`config.mk`:
```
export PLATFORM = sky130hd
export DESIGN_NAME = usb_token_decoder
export DESIGN_NICKNAME = d
export VERILOG_FILES = /design/src/rtl/usb_token_pkg.sv /design/src/rtl/usb_crc5_serial.sv /design/src/rtl/usb_token_decoder.sv
export SDC_FILE = /design/constraint.sdc
export NUM_CORES = 1
export LEC_CHECK = 0
export BUFFER_PORTS_ARGS = -buffer_cell sky130_fd_sc_hd__buf_2
export CORE_UTILIZATION = 50
export DETAILED_ROUTE_END_ITERATION = 16
export HOLD_SLACK_MARGIN = 0.08
export PLACE_DENSITY = 0.69
export SKIP_CTS_REPAIR_TIMING = 1
export SLEW_MARGIN = 20
export SYNTH_ARGS = -nofsm -noshare
export SYNTH_HDL_FRONTEND = slang
export SYNTH_SLANG_ARGS = --single-unit
```
`constraint.sdc`:
```
create_clock -name clk -period 2.1 [get_ports clk]
set_input_delay 0.42 -clock clk [delete_from_list [all_inputs] [get_ports clk]]
set_output_delay 0.42 -clock clk [all_outputs]
set_load 0.02 [all_outputs]
```
`src/rtl/usb_token_pkg.sv`:
```
// Shared types and constants for the USB token decoder.
// Holds the FSM state enum, token PIDs, CRC5 constants and helpers.
package usb_token_pkg;

    typedef enum logic [2:0] {
        ST_IDLE,
        ST_PID,
        ST_FIELD,
        ST_CRC,
        ST_WAIT_EOP,
        ST_IGNORE
    } state_e;

    localparam logic [3:0] PID_OUT   = 4'b0001;
    localparam logic [3:0] PID_IN    = 4'b1001;
    localparam logic [3:0] PID_SETUP = 4'b1101;

    localparam logic [4:0] CRC5_PRESET   = 5'b11111;
    localparam logic [4:0] CRC5_POLY     = 5'b00101;
    localparam logic [4:0] CRC5_RESIDUAL = 5'b01100;

    // Index of the last bit in each phase (counter counts from 0).
    localparam logic [3:0] PID_LAST   = 4'd7;
    localparam logic [3:0] FIELD_LAST = 4'd10;
    localparam logic [3:0] CRC_LAST   = 4'd4;

    function automatic logic [4:0] crc5_step(
        input logic [4:0] c,
        input logic       b
    );
        logic fb;
        fb = c[4] ^ b;
        return {c[3:0], 1'b0} ^ (fb ? CRC5_POLY : 5'b00000);
    endfunction

    function automatic logic pid_ok(input logic [7:0] p);
        return p[7:4] == ~p[3:0];
    endfunction

    function automatic logic is_token(input logic [3:0] p);
        return (p == PID_OUT) || (p == PID_IN) || (p == PID_SETUP);
    endfunction

endpackage

```
`src/rtl/usb_crc5_serial.sv`:
```
// Serial CRC5 (x^5+x^2+1) register, one bit per enabled cycle.
// Ports: clk, rst (sync, high), preset, enable, bit_in -> crc[4:0].
module usb_crc5_serial
    import usb_token_pkg::*;
(
    input  logic       clk,
    input  logic       rst,
    input  logic       preset,
    input  logic       enable,
    input  logic       bit_in,
    output logic [4:0] crc
);

    logic [4:0] crc_q;
    logic [4:0] crc_d;

    always_comb begin
        crc_d = crc_q;
        if (preset) begin
            crc_d = CRC5_PRESET;
        end else if (enable) begin
            crc_d = crc5_step(crc_q, bit_in);
        end
    end

    always_ff @(posedge clk) begin
        if (rst) begin
            crc_q <= CRC5_PRESET;
        end else begin
            crc_q <= crc_d;
        end
    end

    assign crc = crc_q;

endmodule

```
`src/rtl/usb_token_decoder.sv`:
```
// USB token packet decoder: PID check, addr/endp capture, CRC5 check.
// In: clk, rst, rx_start, bit_in, bit_valid, eop. Out: token_valid,
// token_err, pid[3:0], addr[6:0], endp[3:0], busy.
module usb_token_decoder
    import usb_token_pkg::*;
(
    input  logic       clk,
    input  logic       rst,
    input  logic       rx_start,
    input  logic       bit_in,
    input  logic       bit_valid,
    input  logic       eop,
    output logic       token_valid,
    output logic       token_err,
    output logic [3:0] pid,
    output logic [6:0] addr,
    output logic [3:0] endp,
    output logic       busy
);

    state_e      state_q, state_d;
    logic [3:0]  cnt_q, cnt_d;
    logic [7:0]  pid_sr_q, pid_sr_d;
    logic [10:0] fld_q, fld_d;
    logic        valid_q, valid_d;
    logic        err_q, err_d;
    logic [3:0]  pid_q, pid_d;
    logic [6:0]  addr_q, addr_d;
    logic [3:0]  endp_q, endp_d;

    logic        crc_preset;
    logic        crc_en;
    logic [4:0]  crc;
    logic [4:0]  crc_res;

    usb_crc5_serial u_crc (
        .clk    (clk),
        .rst    (rst),
        .preset (crc_preset),
        .enable (crc_en),
        .bit_in (bit_in),
        .crc    (crc)
    );

    always_comb begin
        state_d    = state_q;
        cnt_d      = cnt_q;
        pid_sr_d   = pid_sr_q;
        fld_d      = fld_q;
        valid_d    = 1'b0;
        err_d      = 1'b0;
        pid_d      = pid_q;
        addr_d     = addr_q;
        endp_d     = endp_q;
        crc_preset = 1'b0;
        crc_en     = 1'b0;
        crc_res    = crc;

        if (rx_start) begin
            // A new start always wins, even mid-packet: silent restart.
            state_d = ST_PID;
            cnt_d   = 4'd0;
        end else begin
            // Bit phase first; eop is then judged on the resulting state.
            if (bit_valid) begin
                unique case (state_q)
                    ST_PID: begin
                        pid_sr_d = {bit_in, pid_sr_q[7:1]};
                        cnt_d    = cnt_q + 4'd1;
                        if (cnt_q == PID_LAST) begin
                            cnt_d = 4'd0;
                            if (!pid_ok(pid_sr_d)) begin
                                err_d   = 1'b1;
                                state_d = ST_IDLE;
                            end else if (is_token(pid_sr_d[3:0])) begin
                                state_d    = ST_FIELD;
                                crc_preset = 1'b1;
                            end else begin
                                state_d = ST_IGNORE;
                            end
                        end
                    end
                    ST_FIELD: begin
                        fld_d  = {bit_in, fld_q[10:1]};
                        crc_en = 1'b1;
                        cnt_d  = cnt_q + 4'd1;
                        if (cnt_q == FIELD_LAST) begin
                            cnt_d   = 4'd0;
                            state_d = ST_CRC;
                        end
                    end
                    ST_CRC: begin
                        crc_en = 1'b1;
                        cnt_d  = cnt_q + 4'd1;
                        if (cnt_q == CRC_LAST) begin
                            cnt_d   = 4'd0;
                            state_d = ST_WAIT_EOP;
                        end
                    end
                    ST_WAIT_EOP: begin
                        err_d   = 1'b1;
                        state_d = ST_IGNORE;
                    end
                    default: begin
                    end
                endcase
            end

            // Residual must include a CRC bit arriving with eop.
            if (crc_en) begin
                crc_res = crc5_step(crc, bit_in);
            end

            if (eop) begin
                unique case (state_d)
                    ST_PID, ST_FIELD, ST_CRC: begin
                        err_d   = 1'b1;
                        state_d = ST_IDLE;
                    end
                    ST_WAIT_EOP: begin
                        state_d = ST_IDLE;
                        if (crc_res == CRC5_RESIDUAL) begin
                            valid_d = 1'b1;
                            pid_d   = pid_sr_q[3:0];
                            addr_d  = fld_q[6:0];
                            endp_d  = fld_q[10:7];
                        end else begin
                            err_d = 1'b1;
                        end
                    end
                    ST_IGNORE: begin
                        state_d = ST_IDLE;
                    end
                    default: begin
                    end
                endcase
            end
        end
    end

    always_ff @(posedge clk) begin
        if (rst) begin
            state_q  <= ST_IDLE;
            cnt_q    <= 4'd0;
            pid_sr_q <= 8'd0;
            fld_q    <= 11'd0;
            valid_q  <= 1'b0;
            err_q    <= 1'b0;
            pid_q    <= 4'd0;
            addr_q   <= 7'd0;
            endp_q   <= 4'd0;
        end else begin
            state_q  <= state_d;
            cnt_q    <= cnt_d;
            pid_sr_q <= pid_sr_d;
            fld_q    <= fld_d;
            valid_q  <= valid_d;
            err_q    <= err_d;
            pid_q    <= pid_d;
            addr_q   <= addr_d;
            endp_q   <= endp_d;
        end
    end

    assign token_valid = valid_q;
    assign token_err   = err_q;
    assign pid         = pid_q;
    assign addr        = addr_q;
    assign endp        = endp_q;
    assign busy        = (state_q != ST_IDLE);

endmodule

```
# Word level (Yosys, flattened, before mapping)
# Index checks and enable logic that the tools add are counted.
[classes] addsub=1 n_eq_ne=17 mux=36 bitwise=6 reduce_logical=14
[ops] operator="$mux 3" count=10
[ops] operator="$mux 1" count=17
[ops] operator="$eq 3x2->1 const B" count=4
[ops] operator="$eq 4x4->1 const B" count=3
[ops] operator="$mux 4" count=3
[ops] operator="$pmux 3 s4" count=1
[ops] operator="$pmux 4 s3" count=1
[ops] operator="$mux 5" count=2
[ops] operator="$eq 3x3->1 const B" count=3
[ops] operator="$eq 4x3->1 const B" count=2
[ops] operator="$eq 3x1->1 const B" count=2
[ops] operator="$reduce_and 3->1" count=2
[ops] operator="$reduce_bool 3->1" count=2
[ops] operator="$reduce_or 2->1" count=3
[ops] operator="$eq 5x4->1 const B" count=1
[ops] operator="$reduce_or 5->1" count=1
[ops] operator="$xor 5x5->5" count=1
[ops] operator="$add 4x1->4 const B" count=1
[ops] operator="$eq 4x1->1 const B" count=1
[ops] operator="$eq 4x4->1" count=1
[ops] operator="$not 4->4" count=1
[ops] operator="$pmux 1 s2" count=2
[ops] operator="$reduce_and 4->1" count=1
[ops] operator="$reduce_or 4->1" count=1
[ops] operator="5 further kinds" count=8
[word_totals] ff_bits=48 in_bits=6 output_inout_bits=18 wordCells=85

# Depth between registers and ports, before layout
# Gate-level depths: netlist (run 1).
[logic_depth] depth_word=14 mapped_depth=10 mapped_depth_nobuf=8

# Cells and area by module
# A second synthesis (run 1) with hierarchy kept.
[hier_totals] hier_cells=286 hier_area_um2=2367.3
[by_module_without_submodules] module="usb_token_decoder" instances=1 cells_each=266 area_per_inst_um2=2149.6 seq_area_each_um2=860.8
[by_module_without_submodules] module="usb_crc5_serial" instances=1 cells_each=20 area_per_inst_um2=217.7 seq_area_each_um2=100.1

# Least setup slack after synthesis (run 1)
# No wires, ideal clock.
[synth_timing] kind="reg2reg" from="register cnt_q[1]" to="register addr_q[0], in the netlist addr[0]" setup_time_ps=129 arrival_ps=2099 required_ps=1971 path_slack_ps=-128 stages_incl_launch_ff=10 n_path_buf=2 period_less_slack_ps=2228 path_cell_list="dfxtp_1 > ha_1 > and3b_1 > o21ai_0 > a221o_1 > or4_1 > buf_2 > buf_6 > o21ai_2 > a21oi_1"
[synth_via] elab_chain_cells=7 elab_cells_between_ends=11 classes_between="eq/ne: 4; mux: 6; reduce/logical: 1"
[synth_rtl] element="start: declaration" line="usb_token_decoder.sv:22" source="logic [3:0] cnt_q, cnt_d;"
[synth_rtl] element="start signal: assignment" line="usb_token_decoder.sv:154" source="cnt_q <= cnt_d;"
[synth_rtl] element="$eq 4x3->1 (tied with other cells)" line="usb_token_decoder.sv:95" source="if (cnt_q == CRC_LAST) begin"
[synth_rtl] element="$mux 3, on equally long branches" line="usb_token_decoder.sv:95, usb_token_decoder.sv:70, usb_token_decoder.sv:87"
[synth_rtl] element="$pmux 3 s4 *" line="usb_token_decoder.sv:66" source="unique case (state_q)"
[synth_rtl] element="$mux 3 *" line="usb_token_decoder.sv:65" source="if (bit_valid) begin"
[synth_rtl] element="$mux 3 *" line="usb_token_decoder.sv:59" source="if (rx_start) begin"
[synth_rtl] element="$eq 3x3->1 *" line="usb_token_decoder.sv:115" source="unique case (state_d)"
[synth_rtl] element="$reduce_and 4->1 (no source line) *"
[synth_rtl] element="end signal: assignment" line="usb_token_decoder.sv:160" source="addr_q <= addr_d;"
[synth_rtl] element="end: declaration" line="usb_token_decoder.sv:28" source="logic [6:0] addr_q, addr_d;"
# Mark *: on every way between the ends. The rest lies on a longest branch, timed or not. The select of a mux whose other input is x is not followed.
# A chain may end at the register's enable or synchronous reset.

# Final worst setup path (run 1)
[layout_timing] from="register cnt_q[0]" to="register endp_q[3], in the netlist endp[3]"
[layout_via] elab_chain_cells=7 elab_cells_between_ends=11 classes_between="eq/ne: 4; mux: 6; reduce/logical: 1"
[layout_rtl] element="$eq 4x3->1 (tied with other cells)" line="usb_token_decoder.sv:95"
[layout_rtl] element="$mux 3, on equally long branches" line="usb_token_decoder.sv:95, usb_token_decoder.sv:70, usb_token_decoder.sv:87"
[layout_rtl] element="$pmux 3 s4 *" line="usb_token_decoder.sv:66"
[layout_rtl] element="$mux 3 *" line="usb_token_decoder.sv:65"
[layout_rtl] element="$mux 3 *" line="usb_token_decoder.sv:59"
[layout_rtl] element="$eq 3x3->1 *" line="usb_token_decoder.sv:115"
[layout_rtl] element="$reduce_and 4->1 (no source line) *"
[layout_rtl] element="end signal: assignment" line="usb_token_decoder.sv:161" source="endp_q <= endp_d;"
[layout_rtl] element="end: declaration" line="usb_token_decoder.sv:29" source="logic [3:0] endp_q, endp_d;"
# Marked as above.

==> results of run 1 <==
-- metrics by stage --
stage	area (um^2)	hold WS, ns
final	2900	0.383
after global routing	2900	0.374
after CTS	2780	0.399
after detailed placement	2700	0.447
after global placement	2700	0.447
after floorplan	2420	0.437
-- per-layer routing --
metal,wire length (um),up-vias,share of wire
met2,2220,31,0.45
met4,54,0,0.011
met5,0,-,0
met3,151,5,0.031
li1,-,1048,-
met1,2530,913,0.51
-- cell usage in the layout (no fill, tap or decap), types with 3 or more instances in the layout --
cell and instances:
dfxtp_1 45, o21ai_1 3, buf_2 23, inv_1 5
nand3_1 17, xor2_1 5, nand2_1 33, a21oi_1 31
o21ai_0 4, buf_4 28, o21ai_2 15, nor2_1 19
clkbuf_8 5, buf_12 3, nand2b_1 4, mux2i_1 11
nor3_1 3
-- area by class of cell --
cell class,instances,area (um^2),share of cell area
clock buffer,6,72.6,0.0250
timing repair buffer,56,408,0.141
inverter,6,22.5,0.00777
tap,52,65.1,0.0224
multi-input combinational,198,1360,0.468
sequential,48,970,0.334
clock inverter,1,5.00,0.00173
-- sequential cells by signal, indices dropped and copies added, names as in the netlist --
signal / flops
fld_q: 11
pid_sr_q: 8
addr: 7
u_crc.crc: 5
cnt_q: 4
endp: 4
pid: 4
state_q: 3
token_err: 1
token_valid: 1
-- report_power, final --
part / switching, mW / internal [mW] / total, mW
Clock: 0.297 / 0.227 / 0.524
Combinational: 0.0683 / 0.0432 / 0.111
Sequential: 0.00331 / 0.910 / 0.913
Total: 0.368 / 1.18 / 1.55
-- cells by family (layout without fill, tap and decap cells) --
group	after synthesis	in the layout	share of synthesized area
fa+ha+maj	3	3	0.0157
xor+xnor	7	7	0.0257
simple gates	100	100	0.223
compound gates	77	77	0.218
mux	11	11	0.0461
buf+inv	24	69	0.0697
flops	48	48	0.403
-- critical path: stages, from the launching register on --
cell and delay (ns):
dfxtp_4 0.37, inv_2 0.05, ha_2 0.20, nand2b_4 0.07
a21oi_2 0.05, a221o_1 0.41, or4_4 0.52, buf_12 0.17
o21ai_1 0.12, a21oi_1 0.07
-- how the worst min path moves through the flow --
stage                   from          to  slack, ns  cells past startpoint
global placement     addr[4]     addr[4]       0.45                      2
global route             eop  state_q[1]       0.37                      2
detailed placement  fld_q[0]    fld_q[0]       0.45                      2
floorplan           fld_q[0]    fld_q[0]       0.44                      2
finish                   eop  state_q[1]       0.38                      2
CTS                      eop  state_q[1]       0.40                      2
==> results.json, run 1 <==
{
  "route.detailed.drc": 3,
  "pwr_density_cell_mw_per_mm2": 534,
  "hold_path.class": "input pin to flip-flop",
  "globalRouteMet3Util": 0.0427,
  "fmax_ghz": 0.464,
  "grt_start_max_net_pins": 38,
  "cap_violations": 0,
  "num_vias": 1997,
  "fin_util": 0.648,
  "fillers": 385,
  "timing_worst_slew_pin_value_ns": 0.584,
  "reg2reg_depth": 9,
  "cts_tree": "built",
  "hpwlAfterDp_um": 3530,
  "clock_path_buffers": 2,
  "stdcell_count": 367,
  "ant_nets": 0,
  "wirelength_um": 4950,
  "post-place-cells": 357,
  "reg2reg_from": "cnt_q[0]",
  "insertedDiodeCount": 0,
  "critPathMaxFanout": 16,
  "gr-usage-met2": 0.314,
  "peakVddDrop_uv": 345,
  "synth.most_common_cell": "dfxtp_1",
  "yosysTopAreaCellShare": 0.403,
  "pin_count": 24,
  "startpoint_type": "flip-flop",
  "fp.dieW_um": 71.1,
  "ff2ff_setup_slack_ns": -0.06,
  "rows": 24,
  "cp.arrival_ns": 2.33,
  "setup_viol": 16,
  "endpoint": "endp[3]",
  "fin_crit_ns": 2.16,
  "drt-pass1-iter-count": 10,
  "grt_util_met1": 0.314,
  "grt_pass1_wl_um": 8600,
  "ys_ff_latch": 48,
  "end_kind": "flip-flop",
  "die_h_um": 71.1,
  "wl_per_cell_um": 13.5,
  "synth_nets": 279,
  "fin_worst_skew_ns": 0.00548,
  "netlist_instances": 270,
  "worst_slack_ns": -0.0564,
  "place_ws_ns": -0.197,
  "tns_ns": -0.631,
  "yosysWarnings": 0,
  "reg2reg_to": "endp[3]",
  "drive_gt1_frac": 0.337,
  "slew_headroom": 0.606,
  "root_buffer": "clkbuf_8",
  "grt_usage": 0.218,
  "yosysTopAreaCell": "dfxtp_1",
  "worstSetupStartpoint": "cnt_q[0]",
  "ys_types": 58,
  "cts.sinks": 48,
  "numCtsBuffers": 5,
  "grt_setup_unrepaired": "true",
  "syn_avg_cell_area_um2": 8.84,
  "drt-initial-drc-count": 133,
  "start_util": 0.534,
  "report.final.slew_viol_count": 0,
  "crit_required_ns": 2.28,
  "grt-ovfl-total": 0,
  "ys_seq_area_frac": 0.403,
  "via_per_inst": 5.44,
  "place_congestion": 0.796,
  "h-tree-depth": 2,
  "path_clk_slew_ns": 0.09,
  "syn_to_final_growth_pct": 21.5,
  "antenna_found_initial": 0,
  "insertion_delay_ns": 0.30,
  "port_buffers": 23,
  "yosys_most_used_dff": "dfxtp_1",
  "criticalPathCategory": "flip-flop to flip-flop",
  "syn_area_mm2": 0.00239,
  "finish.net_count": 324,
  "power.leakage_nw": 1.14,
  "synth-edff-count": 0,
  "dieArea_mm2": 0.00506,
  "fin_crit_sh": 1.03,
  "core_area_mm2": 0.00447,
  "status": "finished, violations left",
  "grt_pass1_vias": 1842,
  "violations": "DRC, setup timing",
  "p_total_mw": 1.55,
  "synthArstFlopShare": 0,
  "gr-max-usage-layer": "met2",
  "synthTopCellsByArea": "dfxtp_1 40%, a21oi_1 6.7%, nand2_1 5.2%, mux2i_1 4.6%, o21ai_2 4.0%",
  "ys_top_cells_by_count": "48 x dfxtp_1, 33 x nand2_1, 32 x a21oi_1",
  "finalHoldViolations": 0
}
Note: power is estimated with default switching activity, not from simulation.
==> run 2: changes to the inputs <==
--- a/config.mk
+++ b/config.mk
@@ -14,4 +14,5 @@
 export SLEW_MARGIN = 20
 export SYNTH_ARGS = -nofsm -noshare
 export SYNTH_HDL_FRONTEND = slang
+export SYNTH_HIERARCHICAL = 1
 export SYNTH_SLANG_ARGS = --single-unit
==> results.json, run 2 <==
{
  "place_congestion": 0.872,
  "criticalPathCategory": "flip-flop to flip-flop",
  "insertedDiodeCount": 0,
  "rows": 24,
  "syn_avg_cell_area_um2": 8.28,
  "fmax_ghz": 0.499,
  "finalHoldViolations": 0,
  "wirelength_um": 5720,
  "power.share.clock": 0.446,
  "die_h_um": 70.8,
  "syn_area_mm2": 0.00237,
  "end_kind": "flip-flop",
  "finish.net_count": 324,
  "path_clk_slew_ns": 0.09,
  "yosysTopAreaCellShare": 0.406,
  "p_total_mw": 1.81,
  "setup_viol": 0,
  "antenna_found_initial": 0,
  "tns_ns": 0,
  "fin_worst_skew_ns": 0.00574,
  "port_buffers": 23,
  "yosys_most_used_dff": "dfxtp_1",
  "startpoint_type": "flip-flop",
  "p_sw_mw": 0.386,
  "via_per_inst": 5.84,
  "root_buffer": "clkbuf_8",
  "ant_nets": 0,
  "grt-ovfl-total": 0,
  "syn_to_final_growth_pct": 17.5,
  "hold_path.class": "input pin to flip-flop",
  "drt-pass1-iter-count": 4,
  "netlist_instances": 286,
  "cp.arrival_ns": 2.25,
  "cts_tree": "built",
  "grt_setup_unrepaired": "false",
  "largest_reg_flops": 11,
  "timing_worst_slew_pin_value_ns": 0.578,
  "power.leakage_nw": 1.11,
  "clock_path_buffers": 2,
  "fin_crit_sh": 0.954,
  "pwr_density_cell_mw_per_mm2": 650,
  "p_seq_frac": 0.506,
  "core_area_mm2": 0.00444,
  "top_register": "fld_q",
  "layout.cells.most_common_list": "46 x dfxtp_1, 38 x nand2_1, 34 x a21oi_1, 23 x buf_2, 21 x o21ai_0",
  "peakVddDrop_uv": 529,
  "h-tree-depth": 2,
  "yosysWarnings": 6,
  "report.final.slew_viol_count": 0,
  "ys_top_cells_by_count": "48 x dfxtp_1, 38 x nand2_1, 34 x a21oi_1",
  "slew_headroom": 0.610,
  "ys_seq_area_frac": 0.406,
  "dieArea_mm2": 0.00501,
  "grt_usage": 0.232,
  "fillers": 389,
  "synth.most_common_cell": "dfxtp_1",
  "insertion_delay_ns": 0.30,
  "ys_types": 52,
  "yosysTopAreaCell": "dfxtp_1",
  "fp.dieW_um": 70.8,
  "ys_ff_latch": 48,
  "hpwlAfterDp_um": 3830,
  "num_vias": 2150,
  "synth_nets": 295,
  "wl_per_cell_um": 15.5,
  "synth-edff-count": 0,
  "cts.sinks": 48,
  "synthArstFlopShare": 0,
  "drive_gt1_frac": 0.196,
  "mostFrequentLayoutCell": "dfxtp_1",
  "synthTopCellsByArea": "dfxtp_1 41%, a21oi_1 7.2%, nand2_1 6.0%, mux2i_1 4.7%, nand4_1 4.5%",
  "route.detailed.drc": 0,
  "holdWs_ns": 0.315,
  "status": "finished, final reports clean",
  "drt-initial-drc-count": 128,
  "start_util": 0.533,
  "grt_start_max_net_pins": 39,
  "cap_violations": 0,
  "crit_required_ns": 2.34,
  "grt_pass1_wl_um": 9370,
  "p_int_mw": 1.42,
  "netSwitchingFraction": 0.213,
  "critPathMaxFanout": 8,
  "combPwrFrac": 0.049,
  "grt_pass1_vias": 2009,
  "fin_crit_ns": 2.00,
  "pin_count": 24,
  "numCtsBuffers": 5
}
-- run 2: per-layer routing --
layer  vias to the layer above  track usage  wire length, um
met5                         -            0                0
met4                         0       0.0778               74
met3                         8       0.0527              215
met2                        44        0.372             2630
met1                      1010        0.311             2790
li1                       1088            -                -
-- run 2: logic make-up after synthesis --
family,share of synthesized area
AO/OA/AOI/OAI,0.212
XOR/XNOR,0.0280
adder cells (fa/ha/maj),0.0159
buffers and inverters,0.0528
flip-flops,0.406
multiplexers,0.0513
AND/OR/NAND/NOR,0.234
-- run 2: area by class of cell --
| type | instances | area [um^2] | area share |
|---|---|---|---|
| flip-flops and latches | 48 | 963 | 0.346 |
| inverters | 9 | 33.8 | 0.0121 |
| repair buffers | 42 | 287 | 0.103 |
| well taps | 52 | 65.1 | 0.0234 |
| clock inverters | 3 | 68.8 | 0.0247 |
| clock buffers | 5 | 68.8 | 0.0247 |
| multi-input cells | 209 | 1300 | 0.466 |
-- run 2: critical path, stage by stage, from the launching register on --
cell,delay (ns)
dfxtp_2,0.36
inv_1,0.07
ha_1,0.24
mux2_2,0.30
a32o_1,0.27
o211ai_1,0.17
clkbuf_4,0.28
o21ai_0,0.11
a21oi_1,0.12
-- run 2: final timing paths --
kind / from / to / slack (ns) / cells past startpoint
min: eop / state_q[2] / 0.32 / 2
min reg2reg: fld_q[0] / fld_q[0] / 0.47 / 2
max reg2reg: cnt_q[0] / endp[3] / 0.1 / 8
max: cnt_q[0] / endp[3] / 0.1 / 8
-- run 2: per-stage QoR --
stage	area (um^2)	utilization	instances	setup WS, ns
2_1_floorplan	2370	-	286	0.210
3_3_place_gp	2620	0.589	359	0.135
5_1_grt	2780	0.626	368	0.000963
6_report	2780	0.626	368	0.0975
3_5_place_dp	2620	0.589	359	0.0683
4_1_cts	2750	0.620	367	0.109
-- run 2: power groups by stage --
stage	registers (mW)	logic [mW]	clock network, mW
after floorplan	0.935	0.0572	0
after global placement	0.936	0.0856	0
after detailed placement	0.936	0.0861	0
after CTS	0.915	0.0860	0.822
after global routing	0.916	0.0950	0.853
final	0.915	0.0878	0.806
==> run 3: changes to the inputs <==
--- a/config.mk
+++ b/config.mk
@@ -6,10 +6,10 @@
 export NUM_CORES = 1
 export LEC_CHECK = 0
 export BUFFER_PORTS_ARGS = -buffer_cell sky130_fd_sc_hd__buf_2
-export CORE_UTILIZATION = 50
+export CORE_UTILIZATION = 40
 export DETAILED_ROUTE_END_ITERATION = 16
 export HOLD_SLACK_MARGIN = 0.08
-export PLACE_DENSITY = 0.69
+export PLACE_DENSITY = 0.57
 export SKIP_CTS_REPAIR_TIMING = 1
 export SLEW_MARGIN = 20
 export SYNTH_ARGS = -nofsm -noshare
==> results.json, run 3 (synthesized netlist as in run 2, its figures left out) <==
{
  "ff2ff_setup_slack_ns": 0.13,
  "end_kind": "flip-flop",
  "pwr_density_cell_mw_per_mm2": 575,
  "post-place-cells": 374,
  "dieArea_mm2": 0.00623,
  "peakVddDrop_uv": 321,
  "reg2reg_to": "token_err",
  "slew_headroom": 0.628,
  "grt-ovfl-total": 0,
  "root_buffer": "clkbuf_8",
  "crit_required_ns": 2.34,
  "power.leakage_nw": 1.06,
  "drt-initial-drc-count": 146,
  "port_buffers": 23,
  "start_util": 0.422,
  "wl_per_cell_um": 14.6,
  "cts.sinks": 48,
  "route.detailed.drc": 0,
  "cp.arrival_ns": 2.21,
  "hpwlAfterDp_um": 3870,
  "largest_reg_flops": 11,
  "place_ws_ns": 0.00806,
  "die_h_um": 78.9,
  "place_congestion": 0.851,
  "path_clk_slew_ns": 0.08,
  "clock_path_buffers": 2,
  "reg2reg_depth": 6,
  "p_int_mw": 1.20,
  "finish.net_count": 318,
  "syn_to_final_growth_pct": 14.6,
  "pin_count": 24,
  "mostFrequentLayoutCell": "dfxtp_1",
  "hold_path_startpoint": "eop",
  "cts_tree": "built",
  "min_to": "state_q[2]",
  "hold_path.class": "input pin to flip-flop",
  "wirelength_um": 5540,
  "worst_slack_ns": 0.125,
  "combPwrFrac": 0.054,
  "antenna_found_initial": 0,
  "drive_gt1_frac": 0.172,
  "setup_viol": 0,
  "p_sw_mw": 0.356,
  "criticalPathCategory": "flip-flop to flip-flop",
  "fin_crit_sh": 0.940,
  "reg2reg_from": "cnt_q[3]",
  "rows": 27,
  "insertedDiodeCount": 0,
  "ant_nets": 0,
  "startpoint_type": "flip-flop",
  "timing_worst_slew_pin_value_ns": 0.552,
  "cap_violations": 0,
  "numCtsBuffers": 5,
  "grt_usage": 0.191,
  "fin_crit_ns": 1.97,
  "layout.cells.most_common_list": "48 x dfxtp_1, 38 x nand2_1, 34 x a21oi_1, 23 x buf_2, 21 x o21ai_0",
  "fillers": 600,
  "grt_start_max_net_pins": 39,
  "drt-pass1-iter-count": 4,
  "num_vias": 2084,
  "stdcell_count": 381,
  "report.final.slew_viol_count": 0,
  "finalHoldViolations": 0,
  "via_per_inst": 5.47,
  "p_seq_frac": 0.587,
  "insertion_delay_ns": 0.30,
  "core_area_mm2": 0.00561,
  "top_register": "fld_q",
  "tns_ns": 0,
  "hold_path_depth": 2,
  "power.share.clock": 0.359,
  "status": "finished, final reports clean",
  "critPathMaxFanout": 18,
  "grt_pass1_wl_um": 9380,
  "worstSetupStartpoint": "cnt_q[3]",
  "fp.dieW_um": 78.9,
  "grt_pass1_vias": 1896,
  "h-tree-depth": 2,
  "netSwitchingFraction": 0.228,
  "fin_worst_skew_ns": 0.00690,
  "fmax_ghz": 0.506,
  "grt_setup_unrepaired": "false"
}
[run 3: changes by cell type in the layout (fill, tap and decap cells not counted), moves of 2 or more]
cell | before | now
buf_4 | 15 | 10
bufinv_16 | 2 | 0
dfxtp_1 | 46 | 48
dfxtp_2 | 2 | 0
[run 3: worst max path at each step]
stage	end
after floorplan	addr[0]
after global placement	token_err
after detailed placement	token_err
after CTS	token_err
after global routing	endp[1]
final	token_err
[run 3: cell type report]
class / instances / area, um^2 / area share
Clock inverter: 1 / 8.76 / 0.00323
Tap cell: 72 / 90.1 / 0.0332
Sequential cell: 48 / 961 / 0.354
Clock buffer: 6 / 82.6 / 0.0304
Timing Repair Buffer: 36 / 241 / 0.0890
Multi-Input combinational cell: 209 / 1290 / 0.477
Inverter: 9 / 33.8 / 0.0125
[run 3: worst max-delay path, stage by stage, from the launching register on]
cell and delay [ns]:
dfxtp_1 0.45, and3b_1 0.28, a41o_1 0.29, a31o_1 0.23, buf_4 0.21, or3_1 0.36, nand3_1 0.10
[run 3: power by group through the flow]
stage | clock (mW) | sequential (mW) | combinational, mW
5_1_grt | 0.614 | 0.916 | 0.0920
6_report | 0.560 | 0.916 | 0.0836
4_1_cts | 0.592 | 0.916 | 0.0820
3_5_place_dp | 0 | 0.937 | 0.0817
3_3_place_gp | 0 | 0.937 | 0.0820
2_1_floorplan | 0 | 0.935 | 0.0572
[run 3: routing by layer]
layer / GRT usage / share of wire / routed length [um]
met5: 0 / 0 / 0
met3: 0.0391 / 0.037 / 205
met1: 0.274 / 0.51 / 2850
met4: 0.0545 / 0.011 / 63
met2: 0.286 / 0.44 / 2430
[run 3: per-stage QoR]
stage / hold slack, ns / power (mW) / util / cell area (um^2)
6_report: 0.334 / 1.56 / 0.484 / 2710
4_1_cts: 0.317 / 1.59 / 0.481 / 2700
3_3_place_gp: 0.452 / 1.02 / 0.464 / 2600
3_5_place_dp: 0.455 / 1.02 / 0.464 / 2600
2_1_floorplan: 0.437 / 0.993 / - / 2370
5_1_grt: 0.321 / 1.62 / 0.484 / 2710
